--- src/rtl/full_adder.sv ---
// full_adder: single-bit full adder with a combinational result and a
// registered, valid-qualified copy, plus a wrapping carry-event counter.
//
// Ports:
//   clk        - clock; all registers update on the rising edge
//   rst        - synchronous, active-high reset
//   a, b, ci   - operands and carry-in
//   sum, carry - combinational result, {carry, sum} = a + b + ci
//   in_valid   - qualifies a, b, ci for the registered path
//   sum_q      - registered sum (holds when in_valid = 0)
//   carry_q    - registered carry (holds when in_valid = 0)
//   out_valid  - sum_q / carry_q were loaded on the last edge
//   carry_cnt  - number of qualified operations with carry = 1, mod 2^CNT_W
module full_adder #(
    parameter int unsigned CNT_W = 8
) (
    input  logic             clk,
    input  logic             rst,
    input  logic             a,
    input  logic             b,
    input  logic             ci,
    output logic             sum,
    output logic             carry,
    input  logic             in_valid,
    output logic             sum_q,
    output logic             carry_q,
    output logic             out_valid,
    output logic [CNT_W-1:0] carry_cnt
);

    // Pure function of the inputs; unaffected by rst and in_valid.
    always_comb begin
        sum   = a ^ b ^ ci;
        carry = (a & b) | (a & ci) | (b & ci);
    end

    // Reset wins over in_valid, so a qualified input on a reset edge is dropped.
    always_ff @(posedge clk) begin
        if (rst) begin
            sum_q     <= 1'b0;
            carry_q   <= 1'b0;
            out_valid <= 1'b0;
            carry_cnt <= '0;
        end else begin
            out_valid <= in_valid;
            if (in_valid) begin
                sum_q   <= sum;
                carry_q <= carry;
                if (carry) begin
                    carry_cnt <= carry_cnt + CNT_W'(1);
                end
            end
        end
    end

endmodule

--- config.mk ---
export PLATFORM = sky130hd
export DESIGN_NAME = full_adder
export DESIGN_NICKNAME = d
export VERILOG_FILES = /design/src/rtl/full_adder.sv
export SDC_FILE = /design/constraint.sdc
export NUM_CORES = 1
export LEC_CHECK = 0
export BUFFER_PORTS_ARGS = -buffer_cell sky130_fd_sc_hd__buf_2
export CAP_MARGIN = 5
export CORE_UTILIZATION = 35
export DETAILED_ROUTE_END_ITERATION = 8
export SYNTH_ARGS = -nofsm -noshare
export SYNTH_HDL_FRONTEND = slang
export SYNTH_SLANG_ARGS = --single-unit
--- constraint.sdc ---
create_clock -name clk -period 4.3 [get_ports clk]
set_clock_uncertainty 0.2 [all_clocks]
set_input_delay 0.215 -clock clk [delete_from_list [all_inputs] [get_ports clk]]
set_output_delay 0.215 -clock clk [all_outputs]
set_load 0.03 [all_outputs]
==> summary.txt <==
Routing
  • Antenna Nets Post-Route: 0
  • Detailed Route Iter0 Violations: 10
  • Drt drc: 0
  • Vias per cell: 4.92
  • Drt pass-1 iters: 4
  • Drt total wl: 988 um
  • DR WL/cell: 11.6 um
  • Via Count: 418

Worst setup path
  • Max incr delay on CP: 0.42 ns
  • Worst reg2reg path endpoint: carry_cnt[6]$_SDFFE_PP0P_
  • Crit-path cells: ha_1 -> nand3_1 -> or3_2 -> a21oi_1
  • Max stage delay cell, worst path: dfxtp_1
  • Crit Path Category: reg -> reg
  • Delay-heaviest family, CP: simple AND/OR/NAND/NOR gates
  • R2r startpoint: carry_cnt[0]$_SDFFE_PP0P_
  • CP Buf/Inv Count: 0
  • CP max FO: 5
  • Critical path startpoint category: register
  • Reg2Reg Setup Slack: 2.72 ns
  • Critical Path AT: 1.59 ns
  • Cell depth of the worst flop-to-flop path: 4
  • CP Capture Type: register
  • Worst Path Required: 4.30 ns

Final layout
  • Share of layout cells above drive strength 1: 35.2%
  • Commonest non-fill, non-tap cell in the layout: buf_2
  • Number of fill cells: 131
  • N_diodes: 0
  • Commonest cells after routing, fill and taps aside: buf_2, dfxtp_1, a21oi_1
  • NumNets Final: 80
  • Area Overhead vs Synth: 25.6%

Clock network
  • CTS buffer count: 3
  • Clock sink count: 11
  • CTS Hold Buffers Added: 0
  • CTS tree: yes
  • Deepest level of the CTS H-tree: 1
  • Worst skew pair latency: 0.27 ns
  • CTS max path bufs: 2
  • Clock transition at path regs: 0.07 ns
  • Post-CTS setup buffer count: 0
  • CTS root buf: clkbuf_4
  • CTS resizes: 0

Timing
  • Hold WS: 0.0470 ns
  • Setup TNS: 0 ns
  • Count of final hold-check violations: 0
  • Period utilization: 36.8%
  • Crit path time final: 1.58 ns
  • Slew margin rel.: 84.4%
  • Fmax: 0.632 GHz
  • Final setup violation count: 0
  • Tightest Pin Transition: 0.234 ns
  • Fin. max-slew vios: 0
  • RSZ-0062 raised after global routing: no

Global routing
  • Most Crowded Layer GR: met2
  • Global-route wire length before repair: 1.57 mm
  • Largest net degree at the start of global routing: 12
  • GRT Overall Usage: 17.1%
  • M3 GR Usage: 8.67%
  • Met2 Usage GRT: 25.8%
  • Grt ovf: 0
  • Grt met1 use: 17.8%
  • Initial antenna violation count: 0
  • Vias in the first global route: 347

Job
  • Max_cap viols: 0

Power and ir drop
  • Leakage: 0.256 nW
  • Pwr/cell area: 350 mW/mm^2
  • Tot Pwr: 0.210 mW
  • Maximum VDD drop: 0.000191 V

Min path
  • WHS Endpoint: carry_cnt[4]$_SDFFE_PP0P_
  • Hold_sp: rst
  • Min-Delay Path Class: in -> reg
  • Hold path depth: 2

Logic synthesis
  • Async set-reset flop share out of synthesis: 0%
  • Yosys reg bits: 11
  • Main flop type after synthesis: dfxtp_1
  • Syn avg cell area: 9.40 sq um
  • Post-Syn Area: 479 sq um
  • EDFF count, synth: 0
  • Cells after Synth: 51
  • Syn nets: 59
  • Seq/Total Area, Yosys: 46.0%
  • Netlist cell types: 20
  • Synth warn: 0

Place
  • Port Buffer Count: 18
  • Dpl hpwl: 723 um
  • Final RePlAce weighted congestion: 0.677

Die
  • Die area: 0.00152 sq mm
  • Die height: 39 um
  • Die W: 39 um
  • # rows: 12
  • I/O pin count: 19
  • Core outline area: 0.00119 sq mm
  • Initial Util: 40.4%

Status
  • Status: complete, no violations
==> where the power goes <==
part           switching (mW)  internal, mW  leakage [nW]  total (mW)
logic                  0.0212       0.00989         0.151      0.0311
registers             0.00266         0.105        0.0895       0.108
clock network          0.0354        0.0359        0.0150      0.0714
==> flip-flops by register name, summed over array words and instances (netlist names) <==
signal     count
out_valid      1
sum_q          1
carry_cnt      8
carry_q        1
==> cell usage after synthesis (2+ instances only) <==
| library cell | instances | area, sq um |
|---|---|---|
| a21oi_1 | 7 | 35.0 |
| dfxtp_1 | 11 | 220 |
| nand2_1 | 4 | 15.0 |
| nand3_1 | 5 | 25.0 |
| nor2_1 | 3 | 11.3 |
| o21ai_0 | 4 | 20.0 |
| or3_2 | 3 | 22.5 |
| xor2_1 | 2 | 17.5 |
==> kinds of logic (layout without fill, tap and decap cells) <==
group	count (synthesis)	in the layout	share of synthesized area, %
simple gates	20	20	25.3
compound gates	12	12	13.1
flops	11	11	46.0
buf+inv	3	23	3.13
fa+ha+maj	2	2	6.79
xor+xnor	2	2	3.66
mux	1	1	2.09
==> through the flow <==
stage               area (sq um)  util [%]  setup slack (ns)  cells
detailed placement           576      48.5              2.58     81
floorplan                    479         -              2.54     51
global placement             576      48.5              2.63     81
global route                 602      50.7              2.60     85
finish                       602      50.7              2.72     85
CTS                          602      50.7              2.72     85
==> routing by layer <==
| layer | part of all wire, % | vias to the layer above |
|---|---|---|
| met5 | 0 | - |
| met4 | 1.1 | 0 |
| met1 | 45 | 185 |
| met3 | 5.6 | 2 |
| li1 | - | 219 |
| met2 | 48 | 12 |
==> worst max-delay path by stage <==
stage                                    from                   endpoint  slack, ns  depth (start not counted)
finish              carry_cnt[0]$_SDFFE_PP0P_  carry_cnt[6]$_SDFFE_PP0P_       2.72                          4
global route        carry_cnt[0]$_SDFFE_PP0P_  carry_cnt[6]$_SDFFE_PP0P_       2.60                          4
detailed placement                          b  carry_cnt[7]$_SDFFE_PP0P_       2.58                          5
floorplan                                   b  carry_cnt[7]$_SDFFE_PP0P_       2.54                          4
CTS                 carry_cnt[0]$_SDFFE_PP0P_  carry_cnt[6]$_SDFFE_PP0P_       2.72                          4
global placement                            a  carry_cnt[7]$_SDFFE_PP0P_       2.63                          5
==> worst reg2reg max path, delay by kind of cell, from the launching register on <==
family / cells / cell delay [ns]
AND/OR/NAND/NOR: 2 / 0.52
flip-flops: 1 / 0.42
adder cells (fa/ha/maj): 1 / 0.24
AO/OA/AOI/OAI: 1 / 0.14
==> area by class of cell <==
type	count	area [sq um]	area share [%]
Multi-Input combinational cell	37	244	40.5
Sequential cell	11	220	36.6
Timing Repair Buffer	18	90.1	15.0
Clock buffer	4	26.3	4.37
Tap cell	14	17.5	2.91
Inverter	1	3.75	0.624
No activity file was read; power rests on OpenSTA's default activity.
